## src/rtl/of_stage_p.sv

```systemverilog
// ---------------------------------------------------------------------------
// of_stage_p : SimpleRisc operand-fetch stage.
//
// Holds the architectural register file. It has one writeback write port and
// two read ports. Each read port can optionally forward the writeback value
// in the same cycle. The stage also decodes the extended immediate and the
// branch target. Every fetch result is registered into a single output slot
// that uses a valid/ready handshake and can be flushed.
//
// Ports
//   clk, rst_n             clock, async active-low reset
//   i_in_valid/o_in_ready  fetch-side handshake (o_in_ready is combinational)
//   i_in_inst, i_in_pc     instruction word and its address
//   i_in_is_st             op2 reads inst[25:22] (store data register)
//   i_in_is_ret            op1 reads RA_IDX (return address register)
//   i_flush                drop the held and the incoming instruction
//   i_wb_en/addr/data      register file write port
//   o_out_valid/i_out_ready execute-side handshake
//   o_out_*                registered instruction, pc, operands, imm, target
//
// Parameter constraints: DATA_W >= 32, NUM_REGS == 16 (4-bit specifiers).
// ---------------------------------------------------------------------------

// One register-file read port with optional writeback forwarding.
module of_stage_p_rdport #(
  parameter int DATA_W   = 32,
  parameter int NUM_REGS = 16,
  parameter bit BYPASS   = 1'b1
) (
  input  logic [NUM_REGS-1:0][DATA_W-1:0] i_regs,
  input  logic [3:0]                      i_src,
  input  logic                            i_wb_en,
  input  logic [3:0]                      i_wb_addr,
  input  logic [DATA_W-1:0]               i_wb_data,
  output logic [DATA_W-1:0]               o_data
);
  logic w_hit;

  // The hit is always computed. BYPASS only gates its use, so a BYPASS=0
  // build reads the stored (pre-write) value in a write+read cycle.
  assign w_hit  = i_wb_en && (i_wb_addr == i_src);
  assign o_data = (BYPASS && w_hit) ? i_wb_data : i_regs[i_src];
endmodule

module of_stage_p #(
  parameter int          DATA_W   = 32,
  parameter int          NUM_REGS = 16,
  parameter int          RA_IDX   = 15,
  parameter int          SP_IDX   = 14,
  parameter logic [31:0] SP_INIT  = 32'h0000_FFFC,
  parameter bit          BYPASS   = 1'b1
) (
  input  logic              clk,
  input  logic              rst_n,
  // fetch side
  input  logic              i_in_valid,
  output logic              o_in_ready,
  input  logic [31:0]       i_in_inst,
  input  logic [DATA_W-1:0] i_in_pc,
  input  logic              i_in_is_st,
  input  logic              i_in_is_ret,
  input  logic              i_flush,
  // writeback port
  input  logic              i_wb_en,
  input  logic [3:0]        i_wb_addr,
  input  logic [DATA_W-1:0] i_wb_data,
  // execute side
  output logic              o_out_valid,
  input  logic              i_out_ready,
  output logic [31:0]       o_out_inst,
  output logic [DATA_W-1:0] o_out_pc,
  output logic [DATA_W-1:0] o_out_op1,
  output logic [DATA_W-1:0] o_out_op2,
  output logic [DATA_W-1:0] o_out_immx,
  output logic [DATA_W-1:0] o_out_branch_target
);
  localparam int NRD = 2;

  typedef struct packed {
    logic [31:0]       inst;
    logic [DATA_W-1:0] pc;
    logic [DATA_W-1:0] op1;
    logic [DATA_W-1:0] op2;
    logic [DATA_W-1:0] immx;
    logic [DATA_W-1:0] tgt;
  } ofp_out_t;

  logic [NUM_REGS-1:0][DATA_W-1:0] r_regs;
  logic [NRD-1:0][3:0]             w_src;
  logic [NRD-1:0][DATA_W-1:0]      w_rd;
  logic [DATA_W-1:0]               w_immx;
  logic [DATA_W-1:0]               w_boff;
  ofp_out_t                        w_nxt;
  ofp_out_t                        r_out;
  logic                            r_valid;
  logic                            w_xfer;

  // ---------------------------------------------------------------- regfile
  // Writes ignore the handshake and flush. Only SP has a non-zero reset value.
  always_ff @(posedge clk or negedge rst_n) begin
    if (!rst_n) begin
      for (int k = 0; k < NUM_REGS; k++) begin
        if (k == SP_IDX) r_regs[k] <= DATA_W'(SP_INIT);
        else             r_regs[k] <= '0;
      end
    end else if (i_wb_en) begin
      r_regs[i_wb_addr] <= i_wb_data;
    end
  end

  // ------------------------------------------------------------ read ports
  assign w_src[0] = i_in_is_ret ? 4'(RA_IDX) : i_in_inst[21:18];
  assign w_src[1] = i_in_is_st  ? i_in_inst[25:22] : i_in_inst[17:14];

  for (genvar g = 0; g < NRD; g++) begin : g_rd
    of_stage_p_rdport #(
      .DATA_W   (DATA_W),
      .NUM_REGS (NUM_REGS),
      .BYPASS   (BYPASS)
    ) u_rd (
      .i_regs    (r_regs),
      .i_src     (w_src[g]),
      .i_wb_en   (i_wb_en),
      .i_wb_addr (i_wb_addr),
      .i_wb_data (i_wb_data),
      .o_data    (w_rd[g])
    );
  end

  // ------------------------------------------------------------- immediate
  // inst[17:16] modifier: 01 = unsigned, 10 = upper half, else signed.
  always_comb begin
    w_immx = {{(DATA_W-16){i_in_inst[15]}}, i_in_inst[15:0]};
    case (i_in_inst[17:16])
      2'b01:   w_immx = {{(DATA_W-16){1'b0}}, i_in_inst[15:0]};
      2'b10:   w_immx = {{(DATA_W-32){1'b0}}, i_in_inst[15:0], 16'h0000};
      default: ;
    endcase
  end

  // Word offset scaled to bytes. The 29-bit signed value is sign-extended and
  // the add wraps modulo 2^DATA_W.
  assign w_boff = {{(DATA_W-29){i_in_inst[26]}}, i_in_inst[26:0], 2'b00};

  always_comb begin
    w_nxt.inst = i_in_inst;
    w_nxt.pc   = i_in_pc;
    w_nxt.op1  = w_rd[0];
    w_nxt.op2  = w_rd[1];
    w_nxt.immx = w_immx;
    w_nxt.tgt  = i_in_pc + w_boff;
  end

  // ----------------------------------------------------------- output slot
  assign o_in_ready = !r_valid || i_out_ready;
  assign w_xfer     = i_in_valid && o_in_ready && !i_flush;

  // The payload loads only on a transfer, so a stalled slot keeps the operand
  // values it captured even if the register file is written later.
  always_ff @(posedge clk or negedge rst_n) begin
    if (!rst_n) begin
      r_out   <= '0;
      r_valid <= 1'b0;
    end else begin
      if (w_xfer) r_out <= w_nxt;
      // Flush wins over a simultaneous transfer and also kills a held entry.
      if (i_flush)          r_valid <= 1'b0;
      else if (w_xfer)      r_valid <= 1'b1;
      else if (i_out_ready) r_valid <= 1'b0;
    end
  end

  assign o_out_valid         = r_valid;
  assign o_out_inst          = r_out.inst;
  assign o_out_pc            = r_out.pc;
  assign o_out_op1           = r_out.op1;
  assign o_out_op2           = r_out.op2;
  assign o_out_immx          = r_out.immx;
  assign o_out_branch_target = r_out.tgt;
endmodule
```

## config.mk

```make
export PLATFORM = sky130hd
export DESIGN_NAME = of_stage_p
export DESIGN_NICKNAME = d
export VERILOG_FILES = /design/src/rtl/of_stage_p.sv
export SDC_FILE = /design/constraint.sdc
export NUM_CORES = 2
export LEC_CHECK = 0
export CORE_MARGIN = 2
export CORE_UTILIZATION = 56
export DETAILED_ROUTE_END_ITERATION = 16
export PLACE_DENSITY_LB_ADDON = 0.05
export RECOVER_POWER = 50
export SLEW_MARGIN = 20
export SYNTH_ARGS = -nofsm -noshare
export SYNTH_HDL_FRONTEND = slang
export SYNTH_SLANG_ARGS = --single-unit
```

## constraint.sdc

```tcl
create_clock -name clk -period 2 [get_ports clk]
set_input_delay 0.3 -clock clk [delete_from_list [all_inputs] [get_ports clk]]
set_output_delay 0.3 -clock clk [all_outputs]
set_load 0.01 [all_outputs]
```

==> reports/qor.txt <==
status: finished with violations
failing checks: hold timing
max incr delay on CP: 0.67 ns
YS warnings: 0
Slowest cell on crit path: dlygate4sd3_1
Post-Syn Area: 0.0363 mm²
Crit path depth: 6
H-tree levels: 3
synth unique cells: 62
cell count after synthesis: 2885
post-DP HPWL: 78100 µm
Metal-1 WL: 46900 µm
fraction of layout cells with a size suffix above 1: 0.394
FF-to-FF path depth: 7
hold-critical path depth: 3
Final Hold Vio Count: 1
footprint of the multi-input gates: 0.0181 mm²
CP Cell Sequence: dlygate4sd3_1 > nand3_1 > buf_4 > nor2_1 > clkbuf_2 > mux2_2
CORE AREA: 0.0642 mm²
clock-pin slew on the worst setup and hold paths: 0.06 ns
mean number of vias per cell: 6.39
relative slew slack: 0.211
Sink Count: 703
Initial Utilization: 0.565
routed len/inst: 26.7 µm
initial drt markers: 2656
Rows: 93
PwrDens: 999 mW/mm²
fin. max-slew vios: 0
Die H: 259 µm
Tmin final: 1.99 ns
TritonCTS clock tree: built
IO Count: 302
Setup WS pre-CTS: -1.03 ns
biggest fanout along the worst timing path: 10
register area: 0.0176 mm²
Die Area: 0.0669 mm²
sequential element share of the synthesized area: 0.485
Worst-Skew Late Latency: 0.63 ns
Worst Skew: 0.0225 ns
GR Util All Layers: 0.354
WP data required: 2.50 ns
Final Cycle Share: 0.997
crit end category: register
Max Cap Violations: 0
EDFF count, synth: 0
# DRC: 0
fin nets: 3603
Max Used Layer: met5
Setup CP Type: in -> reg
Fin Hold WS: -0.0272 ns
Clock Path Buffers: 3
Final WS setup: 0.00570 ns
placer congestion estimate: 0.914
CTS Root Cell: clkbuf_16
drt first pass iters: 6
Leak: 0.0203 µW
Peak VDD IR: 0.793 mV
Die X-Extent: 259 µm
area delta synth->final: 29.8%
Filler cells: 4320
Met2 Routed Length: 55500 µm
Crit path arrival time: 2.50 ns
Worst-Margin Slew: 1.18 ns
Crit path max-delay family: buffers and inverters
final setup fails: 0
Async S/R FF share, synth: 1.00
f_max: 501 MHz
syn_nets: 3025
Num CTS Buffers: 77
via count: 28038
met3 routed WL: 9280 µm
global-route wire length before repair: 180000 µm
initial antenna violation count: 11
DRT antenna net count: 0
Inst Count DP: 4210
Avg Synthesized Cell Area: 12.6 µm²
startpoint types: input port
worst hold path type: in -> reg
post-route insts no fill: 4387
Buf+Inv Stages, Crit Path: 3
vias in the first global route: 29006
top_reg_cell synth: dfrtp_1
Post-Route WL: 117000 µm
I/O Buffers: 301
grt ovf: 0
Yosys reg bits: 703
largest net degree at the start of global routing: 84
[cell usage after synthesis (41+ instances only)]
| master | n | area [µm²] |
|---|---|---|
| clkbuf_1 | 163 | 612 |
| buf_2 | 41 | 205 |
| a21oi_1 | 109 | 546 |
| o21ai_0 | 116 | 581 |
| mux2_2 | 493 | 5550 |
| nand2_1 | 415 | 1560 |
| a211oi_1 | 68 | 510 |
| dfrtp_1 | 689 | 17200 |
| o21ai_1 | 43 | 215 |
| mux4_2 | 224 | 5040 |
[metrics by stage]
step,total power [µW],utilization,setup TNS [ns],cell area [µm²]
5_1_grt,49000,0.734,-0.0156,47100
6_report,47100,0.734,0,47100
2_1_floorplan,26500,-,-5.13,36500
4_1_cts,47100,0.734,-0.0107,47100
3_5_place_dp,32000,0.684,-175.70,43900
3_3_place_gp,31400,0.684,-163.21,43900
[report_power, final]
| group | switching [µW] | internal [µW] | leakage, µW |
|---|---|---|---|
| Sequential | 2390 | 17400 | 0.00865 |
| Clock | 6070 | 8870 | 0.00130 |
| Combinational | 5060 | 7250 | 0.0103 |
| Total | 13500 | 33600 | 0.0203 |
[state kept, by name, summed over array words and instances (netlist names)]
register             flops
o_out_op2               32
o_out_valid              1
r_regs                 512
o_out_pc                32
o_out_op1               32
o_out_inst              32
o_out_immx              32
o_out_branch_target     30
[worst reg2reg max path: cells and delay by family (launching register included)]
| kind | cells | cell delay (ns) |
|---|---|---|
| mux | 1 | 0.14 |
| compound gates | 6 | 1.04 |
| flops | 1 | 0.54 |
[cell type report]
type / count / share of cell area
multi-input combinational: 1916 / 0.384
tap: 855 / 0.0227
sequential: 703 / 0.374
clock inverter: 30 / 0.00810
clock buffer: 112 / 0.0484
timing repair buffer: 752 / 0.162
inverter: 13 / 0.00104
antenna: 6 / 0.000319
[layout by cell type (no fill, tap or decap), drive strengths merged, types with 10 or more instances in the layout]
| cell type | count |
|---|---|
| nand3 | 30 |
| and2 | 35 |
| mux2 | 515 |
| a21oi | 109 |
| ha | 31 |
| nor2 | 32 |
| o211ai | 33 |
| o21ai | 159 |
| clkinv | 14 |
| dlymetal6s2s | 19 |
| a311oi | 35 |
| inv | 16 |
| mux4 | 224 |
| clkdlybuf4s50 | 261 |
| nand2 | 415 |
| a211oi | 69 |
| dfrtp | 689 |
| mux2i | 36 |
| xnor2 | 10 |
| xor2 | 13 |
| dlygate4sd2 | 10 |
| buf | 409 |
| dfstp | 14 |
| a21o | 12 |
| clkbuf | 157 |
| o22ai | 30 |
| a22oi | 30 |
[path summary, 6_finish.rpt]
check | startpoint | end | slack [ns]
worst max-delay path | i_wb_en | r_regs[511] | 0.006
worst min-delay path | i_in_pc[8] | o_out_pc[8] | -0.03
worst max register to register | r_regs[463] | o_out_op1[15] | 0.20
worst min register to register | o_out_immx[12] | o_out_immx[12] | 0.48
max in group asynchronous | rst_n | o_out_op1[14] | 0.25
min in group asynchronous | rst_n | o_out_inst[9] | 0.19
[routing by layer]
layer  global-route usage  vias up
li1                     -    11921
met3               0.0731      335
met2                0.565     1296
met1                0.476    14474
met5                    0        -
met4                0.154       12
[cells by family after synthesis]
kind of cell             Yosys count  share of synthesized area
multiplexers                     775                      0.309
flip-flops                       703                      0.485
adder cells (fa/ha/maj)           32                     0.0112
AND/OR/NAND/NOR                  567                     0.0670
AO/OA/AOI/OAI                    519                     0.0901
buffers and inverters            266                     0.0324
XOR/XNOR                          23                    0.00555
[what timing repair did]
action / 4_1_cts / 5_1_grt
resized for setup: 71 / 62
setup endpoints to repair: 62 / 51
endpoints found under the hold margin: 105 / 2
gates cloned: 4 / 0
pin swaps: 17 / 28
setup buffers: 16 / 6
hold buffers: 2 / 2
(Power assumes the default switching activity.)
